File: src/rtl/pkg_bebidas.sv
// Shared types for the drink selector: drink codes, recipe layout, recipe ROM
// and selector state encoding.
package pkg_bebidas;

    typedef enum logic [2:0] {
        NINGUNA        = 3'd0,
        CAFE_NEGRO     = 3'd1,
        CAFE_CON_LECHE = 3'd2,
        CAPUCHINO      = 3'd3,
        MOCACCINO      = 3'd4,
        CHOCOLATE      = 3'd5
    } bebida_e;

    typedef struct packed {
        logic [1:0] agua;
        logic [1:0] cafe;
        logic [1:0] leche;
        logic [1:0] chocolate;
        logic [1:0] azucar;
    } receta_t;

    // Recipe times in seconds, indexed by drink code; codes 0, 6 and 7 map to all-zero.
    localparam receta_t RECETA_ROM [0:7] = '{
        '{agua: 2'd0, cafe: 2'd0, leche: 2'd0, chocolate: 2'd0, azucar: 2'd0},
        '{agua: 2'd3, cafe: 2'd2, leche: 2'd0, chocolate: 2'd0, azucar: 2'd1},
        '{agua: 2'd2, cafe: 2'd2, leche: 2'd2, chocolate: 2'd0, azucar: 2'd1},
        '{agua: 2'd1, cafe: 2'd2, leche: 2'd3, chocolate: 2'd0, azucar: 2'd1},
        '{agua: 2'd1, cafe: 2'd1, leche: 2'd2, chocolate: 2'd2, azucar: 2'd1},
        '{agua: 2'd2, cafe: 2'd0, leche: 2'd1, chocolate: 2'd3, azucar: 2'd1},
        '{agua: 2'd0, cafe: 2'd0, leche: 2'd0, chocolate: 2'd0, azucar: 2'd0},
        '{agua: 2'd0, cafe: 2'd0, leche: 2'd0, chocolate: 2'd0, azucar: 2'd0}
    };

    typedef enum logic [1:0] {
        IDLE    = 2'd0,
        ARMED   = 2'd1,
        BREWING = 2'd2
    } sel_state_e;

    function automatic logic es_bebida(input logic [2:0] code);
        return (code >= 3'd1) && (code <= 3'd5);
    endfunction

endpackage

File: src/rtl/contador_segundos.sv
// Prescaler plus saturating 2-bit seconds counter with synchronous clear.
module contador_segundos #(
    parameter int TICKS_PER_SEC = 50_000_000
) (
    input  logic       i_clk,
    input  logic       i_rst_n,
    input  logic       i_clr,
    output logic [1:0] o_segundos
);
    localparam int PW = (TICKS_PER_SEC > 1) ? $clog2(TICKS_PER_SEC) : 1;
    localparam logic [PW-1:0] PRESC_MAX = PW'(TICKS_PER_SEC - 1);

    logic [PW-1:0] r_presc;
    logic [1:0]    r_seg;
    logic          w_tick;

    assign w_tick = (r_presc == PRESC_MAX);

    // Clear wins over a coincident tick; seconds stop at 3.
    always_ff @(posedge i_clk or negedge i_rst_n) begin
        if (!i_rst_n) begin
            r_presc <= '0;
            r_seg   <= 2'd0;
        end else if (i_clr) begin
            r_presc <= '0;
            r_seg   <= 2'd0;
        end else if (w_tick) begin
            r_presc <= '0;
            if (r_seg != 2'd3)
                r_seg <= r_seg + 2'd1;
        end else begin
            r_presc <= r_presc + PW'(1);
        end
    end

    assign o_segundos = r_seg;

endmodule

File: src/rtl/selector_receta.sv
// Captures the drink button, latches the recipe and holds the order until
// the brewing FSM reports completion.
//   state   | meaning
//   IDLE    | waiting for a 0 -> 1..5 button change
//   ARMED   | sel presented, waiting for the FSM to leave idle
//   BREWING | sel cleared, recipe held until finish with rst_segundos
module selector_receta
    import pkg_bebidas::*;
#(
    parameter int TICKS_PER_SEC = 50_000_000,
    parameter int SYNC_STAGES   = 2
) (
    input  logic       clk,
    input  logic       rst,
    input  logic [2:0] btn,
    input  logic       sin_azucar,
    input  logic       rst_segundos,
    input  logic       finish,
    output logic [2:0] sel,
    output logic [1:0] segundos,
    output logic [1:0] t_agua,
    output logic [1:0] t_cafe,
    output logic [1:0] t_leche,
    output logic [1:0] t_chocolate,
    output logic [1:0] t_azucar,
    output logic       busy
);
    logic [2:0] r_sync [SYNC_STAGES];
    logic [2:0] r_btn_prev;
    logic [2:0] w_btn_s;
    logic       w_req;

    sel_state_e r_state, w_state_nxt;
    logic [2:0] r_sel, w_sel_nxt;
    receta_t    r_receta, w_receta_nxt;

    // Button synchronizer chain and previous-value register for change detection.
    always_ff @(posedge clk or negedge rst) begin
        if (!rst) begin
            for (int i = 0; i < SYNC_STAGES; i++)
                r_sync[i] <= 3'd0;
            r_btn_prev <= 3'd0;
        end else begin
            r_sync[0] <= btn;
            for (int i = 1; i < SYNC_STAGES; i++)
                r_sync[i] <= r_sync[i-1];
            r_btn_prev <= r_sync[SYNC_STAGES-1];
        end
    end

    assign w_btn_s = r_sync[SYNC_STAGES-1];
    assign w_req   = (r_btn_prev == 3'd0) && es_bebida(w_btn_s);

    // State, sel and recipe registers.
    always_ff @(posedge clk or negedge rst) begin
        if (!rst) begin
            r_state  <= IDLE;
            r_sel    <= 3'd0;
            r_receta <= '0;
        end else begin
            r_state  <= w_state_nxt;
            r_sel    <= w_sel_nxt;
            r_receta <= w_receta_nxt;
        end
    end

    // Next-state, next sel and next recipe.
    always_comb begin
        w_state_nxt  = r_state;
        w_sel_nxt    = r_sel;
        w_receta_nxt = r_receta;
        case (r_state)
            IDLE: begin
                if (w_req) begin
                    w_receta_nxt = RECETA_ROM[w_btn_s];
                    if (sin_azucar)
                        w_receta_nxt.azucar = 2'd0;
                    w_sel_nxt   = w_btn_s;
                    w_state_nxt = ARMED;
                end
            end
            ARMED: begin
                // Drop sel as the FSM leaves idle so it cannot re-trigger at the end.
                if (rst_segundos) begin
                    w_sel_nxt   = 3'd0;
                    w_state_nxt = BREWING;
                end
            end
            BREWING: begin
                w_sel_nxt = 3'd0;
                if (finish && rst_segundos) begin
                    w_receta_nxt = '0;
                    w_state_nxt  = IDLE;
                end
            end
            default: begin
                w_sel_nxt    = 3'd0;
                w_receta_nxt = '0;
                w_state_nxt  = IDLE;
            end
        endcase
    end

    contador_segundos #(
        .TICKS_PER_SEC(TICKS_PER_SEC)
    ) u_contador (
        .i_clk      (clk),
        .i_rst_n    (rst),
        .i_clr      (rst_segundos),
        .o_segundos (segundos)
    );

    assign sel         = r_sel;
    assign busy        = (r_state != IDLE);
    assign t_agua      = r_receta.agua;
    assign t_cafe      = r_receta.cafe;
    assign t_leche     = r_receta.leche;
    assign t_chocolate = r_receta.chocolate;
    assign t_azucar    = r_receta.azucar;

endmodule

File: config.mk
export PLATFORM = sky130hd
export DESIGN_NAME = selector_receta
export DESIGN_NICKNAME = d
export VERILOG_FILES = /design/src/rtl/pkg_bebidas.sv /design/src/rtl/contador_segundos.sv /design/src/rtl/selector_receta.sv
export SDC_FILE = /design/constraint.sdc
export NUM_CORES = 1
export LEC_CHECK = 0
export BUFFER_PORTS_ARGS = -buffer_cell sky130_fd_sc_hd__buf_2
export CORE_MARGIN = 1.5
export CORE_UTILIZATION = 27
export DETAILED_ROUTE_END_ITERATION = 12
export PLACE_DENSITY_LB_ADDON = 0.15
export SETUP_SLACK_MARGIN = 0.4
export SLEW_MARGIN = 40
export SYNTH_ARGS = -nofsm -noshare
export SYNTH_HDL_FRONTEND = slang
export SYNTH_SLANG_ARGS = --single-unit
File: constraint.sdc
create_clock -name clk -period 2 [get_ports clk]
set_input_delay 0.2 -clock clk [delete_from_list [all_inputs] [get_ports clk]]
set_output_delay 0.2 -clock clk [all_outputs]
set_load 0.005 [all_outputs]
==> results_dict.tcl <==
set metrics [dict create \
    status "finished clean" \
    routed_wl_um 6660 \
    ys.warnings.count 0 \
    worstPathCellList "nand4_1, or4_4, or4_4, a21oi_2" \
    multi_input_area_um2 1460 \
    worstPathRequired_ns 2.25 \
    cpMaxStageDelayCell "or4_4" \
    clkSlewWorstSetupHoldPaths_ns 0.10 \
    fin_crit_ns 1.77 \
    ff_latch_area_um2 1280 \
    reg2reg_from "u_contador.r_presc[15]" \
    max_stage_delay_ns 0.59 \
    drc 0 \
    dp_hpwl_um 4410 \
    p_per_area_nw_per_um2 598 \
    fin_util 0.392 \
    antenna_found_initial 0 \
    htreeDepth 2 \
    worstSetupPathType "flip-flop to flip-flop" \
    insertedDiodeCount 0 \
    via_per_inst 4.83 \
    fmax_ghz 0.565 \
    grt_start_max_net_pins 27 \
    synthCells 260 \
    synth_edf_count 0 \
    fillCellCount 935 \
    clockBufferDepth 2 \
    reg2reg_slack_ns 0.23 \
    root_buffer "clkbuf_8" \
    hold_path_class "input port to flip-flop" \
    cap_violations 0 \
    die_y_um 101 \
    io_buffer_count 22 \
    vias 2235 \
    grt_usage 0.143 \
    rows 35 \
    holdPathEnd "t_azucar[0]" \
    die_area_um2 10100 \
    cts_tree "built" \
    netlist_area_um2 2570 \
    die-width_um 101 \
    grt-ovfl-total 0 \
    drive_gt1_frac 0.434 \
    ant_nets 0 \
    rsz0062_at_grt "yes" \
    coreArea_um2 9240 \
    drv_slew 0 \
    numCtsBuffers 5 \
    crit_path_start_kind "flip-flop" \
    ioPinCount 24 \
    arrival_ns 2.02 \
    grt_pass1_vias 2246 \
    setup_viol 0 \
    fin_setup_tns_ns 0 \
    hold_viol_final 0 \
    crit_path_frequent_cell "or4_4" \
    endpoint_kind "flip-flop" \
    syn_to_final_growth_pct 41.0 \
    cts.sinks 51 \
    dr.pass1.iters 4 \
    post-place-cells 425 \
    drt_iter0_markers 66 \
    crit_fanout 6 \
    reg2reg_depth 4 \
    stdcell_count 463 \
    skew_ns 0.00538 \
    clock_latency_ns 0.31 \
    fin_crit_sh 0.885 \
    seq_area_frac_synth 0.497 \
    synth_nets 274 \
    dominantRegCellSynth "dfrtp_1" \
    ys_async_sr_fraction 1.00 \
    synth_cell_types 49 \
    grt_pass1_wl_um 11300 \
    hold_path_depth 3 \
    wire_per_inst_um 14.4 \
    synth_seq_cells 51 \
    r2r_end "u_contador.r_presc[21]" \
    gp_congestion 0.784 \
    avgSynthCellArea_um2 9.87 \
    ir_drop_mv 0.284 \
    hp-start "sin_azucar" \
    layout.nets 347 \
    leakage_nw 1.56 \
    initial_core_util 0.278 \
]
==> where the power goes <==
group,switching (W),internal [W]
clock,0.000372,0.000283
combinational,0.000170,0.000166
sequential,0.0000563,0.00112
==> synthesized netlist by cell type, drive strengths merged (4+ instances only) <==
cell type   n  area, um^2
o21ai      12        60.1
ha          6        75.1
nor3        5        25.0
inv         7        26.3
nand2      24        92.6
or3         4        26.3
nand3      14        70.1
a21oi      14        73.8
xor2        7        61.3
xnor2       6        52.6
buf         5        25.0
o31ai       4        30.0
or4         7        57.6
nor2b       4        25.0
clkbuf      6        23.8
mux2i       9        90.1
dfrtp      51        1280
nor4        9        56.3
nor2       23        86.3
nand4      10        77.6
==> metrics by stage <==
| step | power, W | instance area (um^2) | setup WS (ns) | hold slack, ns |
|---|---|---|---|---|
| after detailed placement | 0.00148 | 2990 | 0.0888 | 0.125 |
| final | 0.00216 | 3620 | 0.230 | 0.128 |
| after CTS | 0.00217 | 3480 | 0.219 | 0.125 |
| after global placement | 0.00147 | 2990 | 0.124 | 0.124 |
| after global routing | 0.00230 | 3620 | 0.165 | 0.138 |
| after floorplan | 0.00133 | 2600 | 0.124 | -0.0956 |
==> metal layers <==
metal	up-vias	track usage	share of wire
li1	1095	-	-
met1	1101	0.201	0.51
met2	33	0.224	0.46
met3	6	0.0270	0.025
met4	0	0.0423	0.011
met5	-	0	0
==> cell usage in the layout, fill, tap and decap left out, drive strengths merged, types with 5 or more instances in the layout <==
cell type  instances
buf               73
dfrtp             51
nand2             24
nor2              23
nand3             14
a21oi             14
o21ai             12
nand4             10
mux2i              9
nor4               9
xor2               7
or4                7
inv                7
xnor2              6
clkbuf             6
ha                 6
nor3               5
==> worst max-delay path, delay by kind of cell (launching register included) <==
family             cells  cell delay (ns)
DFF                    1             0.37
and+or+nand+nor        3             1.23
AOI/OAI and AO/OA      1             0.12
==> flip-flops by register name, summed over array words and instances (netlist names) <==
| name | count |
|---|---|
| t_chocolate | 2 |
| t_leche | 2 |
| u_contador.r_presc | 26 |
| r_state | 2 |
| sel | 3 |
| r_sync | 3 |
| t_azucar | 1 |
| w_btn_s | 3 |
| t_cafe | 2 |
| u_contador.o_segundos | 2 |
| t_agua | 2 |
| r_btn_prev | 3 |
==> cells by family (layout without fill, tap and decap cells) <==
family	count (synthesis)	after routing	share of synthesized area
compound gates	45	45	0.112
xor+xnor	13	13	0.0443
fa+ha+maj	6	6	0.0292
buf+inv	18	92	0.0292
flops	51	51	0.497
mux	9	9	0.0351
other cells	1	1	0.00146
simple gates	117	117	0.251
==> layout make-up <==
type,instances,area share
well taps,129,0.0446
multi-input cells,191,0.404
flip-flops and latches,51,0.355
clock inverters,2,0.00449
repair buffers,77,0.162
inverters,7,0.00726
clock buffers,6,0.0228
==> worst max-delay path by stage <==
stage | start | to | cells after the start
global placement | u_contador.r_presc[14] | u_contador.r_presc[21] | 4
global route | u_contador.r_presc[18] | u_contador.r_presc[21] | 4
CTS | u_contador.r_presc[15] | u_contador.r_presc[21] | 4
floorplan | u_contador.r_presc[6] | u_contador.r_presc[21] | 5
detailed placement | u_contador.r_presc[14] | u_contador.r_presc[21] | 4
finish | u_contador.r_presc[15] | u_contador.r_presc[21] | 4
==> repair_timing <==
item	4_1_cts	5_1_grt
endpoints found under the setup margin	38	39
resized for setup	50	33
setup buffers	21	2
endpoints found under the hold margin	14	0
cloned	2	1
pin swaps	22	11
hold buffers	4	0
Power figures use the tool's default switching activity.
